[src/rtl/exception_sequencer_if.sv]
// ---------------------------------------------------------------------------
// exception_sequencer_if
//   Groups the signals between the main control / datapath and the exception
//   sequencer.
//   master : control/datapath side. It drives the exception flags, the
//            control unit's address-select code, the PC and the memory data.
//            It receives the mux select, the EPC/PC write strobes and values,
//            the cause, busy and exc_done.
//   slave  : exception sequencer side (the mirror of master).
// ---------------------------------------------------------------------------
interface exception_sequencer_if;
   logic        overflow;
   logic        div_zero;
   logic        bad_opcode;
   logic [2:0]  ctrl_iord;
   logic [31:0] pc_in;
   logic [31:0] mem_data;

   logic [2:0]  iord;
   logic        epc_wr;
   logic [31:0] epc_value;
   logic [1:0]  cause;
   logic        pc_wr;
   logic [31:0] pc_value;
   logic        busy;
   logic        exc_done;

   modport master (
      output overflow, div_zero, bad_opcode, ctrl_iord, pc_in, mem_data,
      input  iord, epc_wr, epc_value, cause, pc_wr, pc_value, busy, exc_done
   );

   modport slave (
      input  overflow, div_zero, bad_opcode, ctrl_iord, pc_in, mem_data,
      output iord, epc_wr, epc_value, cause, pc_wr, pc_value, busy, exc_done
   );
endinterface

[src/rtl/exception_sequencer.sv]
// ---------------------------------------------------------------------------
// exception_sequencer
//   Multicycle controller that takes over the memory address select and the
//   PC/EPC write strobes when the datapath raises an exception. While idle it
//   passes the control unit's address-select code through unchanged. On
//   overflow, divide-by-zero or bad opcode it saves PC-4 into EPC, steers the
//   address mux to the matching vector, waits MEM_WAIT extra cycles for the
//   memory, and loads the handler byte into PC.
//
// Parameters
//   MEM_WAIT : extra memory cycles after address select (0..7)
// Ports
//   clk    : system clock, rising edge
//   reset  : synchronous, active-high
//   bus    : slave modport of exception_sequencer_if
//              in : overflow, div_zero, bad_opcode, ctrl_iord, pc_in, mem_data
//              out: iord, epc_wr, epc_value, cause, pc_wr, pc_value, busy,
//                   exc_done
// ---------------------------------------------------------------------------
module exception_sequencer #(
   parameter int unsigned MEM_WAIT = 2
) (
   input  logic                  clk,
   input  logic                  reset,
   exception_sequencer_if.slave  bus
);

   localparam logic [2:0] WAIT_INIT = 3'(MEM_WAIT);

   typedef enum logic [2:0] {
      IDLE,
      SAVE,
      ADDR,
      LOAD,
      DONE
   } state_t;

   state_t      state;
   state_t      state_nxt;
   logic [2:0]  wait_cnt;
   logic [1:0]  cause_r;
   logic [31:0] epc_r;
   logic [31:0] pc_r;

   logic        flag_any;
   logic [2:0]  vec_sel;

   logic [2:0]  iord_c;
   logic        epc_wr_c;
   logic        pc_wr_c;
   logic        busy_c;
   logic        exc_done_c;

   // Priority encode the exception flags: overflow > div_zero > bad_opcode.
   function automatic logic [1:0] cause_sel(input logic ov, input logic dz,
                                             input logic bo);
      logic [1:0] c;
      c = 2'd0;
      if (ov)      c = 2'd1;
      else if (dz) c = 2'd2;
      else if (bo) c = 2'd3;
      return c;
   endfunction

   assign flag_any = bus.overflow | bus.div_zero | bus.bad_opcode;
   // Vector codes 2/3/4 sit directly above the cause codes 1/2/3.
   assign vec_sel  = {1'b0, cause_r} + 3'd1;

   always_ff @(posedge clk) begin
      if (reset) begin
         state    <= IDLE;
         wait_cnt <= 3'd0;
         cause_r  <= 2'd0;
         epc_r    <= 32'd0;
         pc_r     <= 32'd0;
      end else begin
         state <= state_nxt;
         case (state)
            IDLE: begin
               if (flag_any) begin
                  cause_r <= cause_sel(bus.overflow, bus.div_zero, bus.bad_opcode);
                  // pc_in is already PC+4; EPC gets the faulting instruction.
                  epc_r   <= bus.pc_in - 32'd4;
               end
            end
            SAVE: wait_cnt <= WAIT_INIT;
            ADDR: begin
               if (wait_cnt != 3'd0) begin
                  wait_cnt <= wait_cnt - 3'd1;
               end else begin
                  // Last ADDR cycle: memory data is valid now.
                  pc_r <= {24'd0, bus.mem_data[7:0]};
               end
            end
            default: ;
         endcase
      end
   end

   always_comb begin
      state_nxt  = state;
      iord_c     = 3'd0;
      epc_wr_c   = 1'b0;
      pc_wr_c    = 1'b0;
      busy_c     = 1'b1;
      exc_done_c = 1'b0;
      case (state)
         IDLE: begin
            busy_c = 1'b0;
            iord_c = bus.ctrl_iord;
            if (flag_any) state_nxt = SAVE;
         end
         SAVE: begin
            epc_wr_c  = 1'b1;
            state_nxt = ADDR;
         end
         ADDR: begin
            iord_c = vec_sel;
            if (wait_cnt == 3'd0) state_nxt = LOAD;
         end
         LOAD: begin
            iord_c    = vec_sel;
            pc_wr_c   = 1'b1;
            state_nxt = DONE;
         end
         DONE: begin
            exc_done_c = 1'b1;
            state_nxt  = IDLE;
         end
         default: state_nxt = IDLE;
      endcase
      // A reset cycle must never emit a strobe, whatever state it interrupts.
      if (reset) begin
         iord_c     = 3'd0;
         epc_wr_c   = 1'b0;
         pc_wr_c    = 1'b0;
         busy_c     = 1'b0;
         exc_done_c = 1'b0;
      end
   end

   assign bus.iord      = iord_c;
   assign bus.epc_wr    = epc_wr_c;
   assign bus.epc_value = epc_r;
   assign bus.cause     = cause_r;
   assign bus.pc_wr     = pc_wr_c;
   assign bus.pc_value  = pc_r;
   assign bus.busy      = busy_c;
   assign bus.exc_done  = exc_done_c;

endmodule

[src/flat_wrapper.sv]
// flat-port wrapper written by rule: the top's interface ports become plain ports
module exception_sequencer_flat 
#(
   parameter int unsigned MEM_WAIT = 2
)
  (clk, reset, bus_overflow, bus_div_zero, bus_bad_opcode, bus_ctrl_iord, bus_pc_in, bus_mem_data, bus_iord, bus_epc_wr, bus_epc_value, bus_cause, bus_pc_wr, bus_pc_value, bus_busy, bus_exc_done);
  exception_sequencer_if bus_i ();
  input  logic clk;
  input  logic reset;
  input wire logic [$bits(bus_i.overflow)-1:0] bus_overflow;
  input wire logic [$bits(bus_i.div_zero)-1:0] bus_div_zero;
  input wire logic [$bits(bus_i.bad_opcode)-1:0] bus_bad_opcode;
  input wire logic [$bits(bus_i.ctrl_iord)-1:0] bus_ctrl_iord;
  input wire logic [$bits(bus_i.pc_in)-1:0] bus_pc_in;
  input wire logic [$bits(bus_i.mem_data)-1:0] bus_mem_data;
  output wire logic [$bits(bus_i.iord)-1:0] bus_iord;
  output wire logic [$bits(bus_i.epc_wr)-1:0] bus_epc_wr;
  output wire logic [$bits(bus_i.epc_value)-1:0] bus_epc_value;
  output wire logic [$bits(bus_i.cause)-1:0] bus_cause;
  output wire logic [$bits(bus_i.pc_wr)-1:0] bus_pc_wr;
  output wire logic [$bits(bus_i.pc_value)-1:0] bus_pc_value;
  output wire logic [$bits(bus_i.busy)-1:0] bus_busy;
  output wire logic [$bits(bus_i.exc_done)-1:0] bus_exc_done;
  assign bus_i.overflow = bus_overflow;
  assign bus_i.div_zero = bus_div_zero;
  assign bus_i.bad_opcode = bus_bad_opcode;
  assign bus_i.ctrl_iord = bus_ctrl_iord;
  assign bus_i.pc_in = bus_pc_in;
  assign bus_i.mem_data = bus_mem_data;
  assign bus_iord = bus_i.iord;
  assign bus_epc_wr = bus_i.epc_wr;
  assign bus_epc_value = bus_i.epc_value;
  assign bus_cause = bus_i.cause;
  assign bus_pc_wr = bus_i.pc_wr;
  assign bus_pc_value = bus_i.pc_value;
  assign bus_busy = bus_i.busy;
  assign bus_exc_done = bus_i.exc_done;
  exception_sequencer #(.MEM_WAIT(MEM_WAIT)) u_core (.clk(clk), .reset(reset), .bus(bus_i));
endmodule
[config.mk]
export PLATFORM = sky130hd
export DESIGN_NAME = exception_sequencer_flat
export DESIGN_NICKNAME = d
export VERILOG_FILES = /design/src/rtl/exception_sequencer_if.sv /design/src/rtl/exception_sequencer.sv /design/src/flat_wrapper.sv
export SDC_FILE = /design/constraint.sdc
export NUM_CORES = 1
export LEC_CHECK = 0
export BUFFER_PORTS_ARGS = -buffer_cell sky130_fd_sc_hd__buf_2
export CORE_MARGIN = 4
export CORE_UTILIZATION = 45
export CTS_CLUSTER_DIAMETER = 60
export DETAILED_ROUTE_END_ITERATION = 16
export GPL_ROUTABILITY_DRIVEN = 0
export PLACE_DENSITY = 0.82
export SYNTH_ARGS = -nofsm -noshare
export SYNTH_HDL_FRONTEND = slang
export SYNTH_SLANG_ARGS = --single-unit
[constraint.sdc]
create_clock -name clk -period 2.1 [get_ports clk]
set_input_delay 0.42 -clock clk [delete_from_list [all_inputs] [get_ports clk]]
set_output_delay 0.42 -clock clk [all_outputs]
set_load 0.05 [all_outputs]
==> results.cfg <==
[synth]
yosysSeqAreaShare = 0.3562
synthDistinctLibCells = 44
syn-cell-area_um2 = 2698
async_reset_ff_frac = 0
netlist_instances = 318
synth-edff-count = 0
ys_ff_latch = 48
yosys-top-cells-count = dfxtp_1, nor2_1, buf_4
synth_top_cell_by_area = dfxtp_1
yosys_warnings = 0
synthTopCellsByArea = dfxtp_1, buf_4, nor2_1, a311oi_1, a211oi_1
ys.flop_type = dfxtp_1
synth_top_area_frac = 0.3562
synth_area_per_cell_um2 = 8.483

[cts]
clockBufferDepth = 2
insertion_delay_ns = 0.30
cts_root_buffer = clkbuf_8
hold_buffers = 0
htreeDepth = 2
clk_pin_slew_ns = 0.09
cts_tree = built
cts.sink_count = 48
cts_buffers = 5
cts_setup_buffers = 0

[timing]
hold_violations = 0
period_minus_slack_ns = 1.947
slew_violations = 0
finalSetupViolations = 0
rsz0062_at_grt = false
finalCritPeriodShare = 0.9272
setup_ws_ns = 0.1528
skew_ns = 0.005869
max_freq_ghz = 0.5136
fin_setup_tns_ns = 0

[worst_setup_path]
worst_path_largest_cell_delay_ns = 0.49
cp_max_fo = 7
slowest_stage = dfxtp_1
r2r_setup_slack_ns = 0.34
required_ns = 1.68
cp-start-kind = register
worstPathArrival_ns = 1.53
r2r_end = u_core.bus.epc_value[20]
crit_chain = inv_1 -> nor4_2 -> buf_2
timing.rr.start = u_core.state[0]
reg2regPathDepth = 5
critical_path_class = reg -> out
setup.worst_path.end_class = output pin

[die]
dieArea_um2 = 7297
initial_core_util = 0.4753
fp.dieH_um = 85.43
rows = 27
ios = 145
design.core.area_um2 = 5675
die_width_um = 85.43

[worst_hold_path]
hold_end = u_core.bus.cause[0]
hp-class = in -> reg
min_path_cells = 2
hold_start = bus_div_zero

[final_layout]
multi_input_area_um2 = 1574
fin_nets = 505
fillers = 527
areaGrowthSynthToFinish_pct = 28.48
fin_area_um2 = 3466
diodes = 0
seq_area_um2 = 962.2
drive_gt1_frac = 0.3488

[routing]
route.detailed.drc = 0
drtIter0Drc = 103
viasPerCell = 5.347
ant_nets = 0
avgRoutedWirePerCell_um = 14.15
dr.pass1.iters = 4
dr_total_vias = 2684
drt_wl_total_mm = 7.103

[outcome]
status = finished, final reports clean

[global_routing]
grt-ovfl-total = 0
grt_max_degree = 44
track_usage = 0.1885
grt_antenna_before_repair = 0
grt_use_met1 = 0.2331
met2_usage = 0.3411
grt_pass1_vias = 2357
grt_first_pass_wirelength_mm = 11.39
grt.met3_usage = 0.02913
grt.busiest_layer = met2

[job]
cap_violations = 0

[placement]
io_buffers = 96
dp_slack_ns = -0.1046
place_area_um2 = 3336
dp_hpwl_mm = 5.526

[power_and_ir_drop]
vdd_drop_max_mv = 0.6710
p_leak_nw = 1.554
p_per_area_nw_per_um2 = 1390
## layout make-up
cell class                 instances  share of cell area
multi-input combinational        244              0.4542
sequential                        48              0.2776
timing repair buffer             122              0.1986
tap                               72             0.02599
clock inverter                     2             0.01119
clock buffer                       6             0.02383
inverter                           8            0.008664
## placed cells by master, fill, tap and decap left out, types with 5 or more instances in the layout
cell	count
nor3_1	7
o31ai_1	10
xnor2_1	5
a211oi_1	13
xor2_1	6
clkbuf_8	6
nand2b_1	6
nand2_1	12
or3_1	8
dfxtp_1	47
nor2_1	48
a21oi_1	8
mux2i_1	9
conb_1	24
a311oi_1	16
inv_1	8
or2_2	6
o21ai_0	5
buf_2	96
nor4_1	7
or4_1	10
buf_4	25
nand4_1	6
## worst max path at each step
| stage | start | end | slack (ns) | cells after the start |
|---|---|---|---|---|
| 2_1_floorplan | reset | bus_epc_wr | -0.24 | 3 |
| 3_3_place_gp | bus_pc_in[2] | u_core.bus.epc_value[22] | -0.08 | 8 |
| 3_5_place_dp | bus_pc_in[2] | u_core.bus.epc_value[22] | -0.10 | 8 |
| 4_1_cts | u_core.state[1] | bus_busy | 0.05 | 4 |
| 5_1_grt | u_core.state[0] | bus_epc_wr | 0.03 | 3 |
| 6_report | u_core.state[2] | bus_exc_done | 0.15 | 3 |
## power breakdown
part           switching [W]  internal [W]
registers           0.000208       0.00122
logic                0.00196      0.000720
clock network       0.000324      0.000390
total                0.00249       0.00233
## kinds of logic after synthesis
family / after synthesis / share of synthesized area
adder cells (fa/ha/maj): 4 / 0.01855
AND/OR/NAND/NOR: 133 / 0.2769
buffers and inverters: 49 / 0.1034
flip-flops: 48 / 0.3562
other: 1 / 0.001390
AO/OA/AOI/OAI: 63 / 0.1744
XOR/XNOR: 11 / 0.03571
multiplexers: 9 / 0.03340
## critical path: cells and delay by family (launching register included)
family | cells | cell delay (ns)
simple gates | 1 | 0.28
flops | 1 | 0.49
buf+inv | 2 | 0.45
## state kept, by name, summed over array words and instances (netlist names)
signal,flops
u_core.bus.pc_value,8
u_core.bus.cause,2
u_core.bus.epc_value,32
u_core.state,3
u_core.wait_cnt,3
## routing by layer
layer / vias to the layer above / share of wire
met5: - / 0
met4: 0 / 0.0090
met3: 5 / 0.076
met2: 106 / 0.51
met1: 1222 / 0.40
li1: 1351 / -
## metrics by stage
stage / power (W) / hold WS (ns) / cells / utilization
finish: 0.004816 / 0.3299 / 502 / 0.6107
detailed placement: 0.004134 / 0.4465 / 494 / 0.5877
floorplan: 0.003518 / 0.4943 / 341 / -
CTS: 0.004846 / 0.3170 / 502 / 0.6091
global route: 0.005112 / 0.3197 / 502 / 0.6107
global placement: 0.004064 / 0.4430 / 494 / 0.5877
## repair_timing
| item | 4_1_cts | 5_1_grt |
|---|---|---|
| setup endpoints to repair | 0 | 5 |
| hold endpoints to repair | 0 | 0 |
| resized for setup | 0 | 2 |
Power figures use the tool's default switching activity.
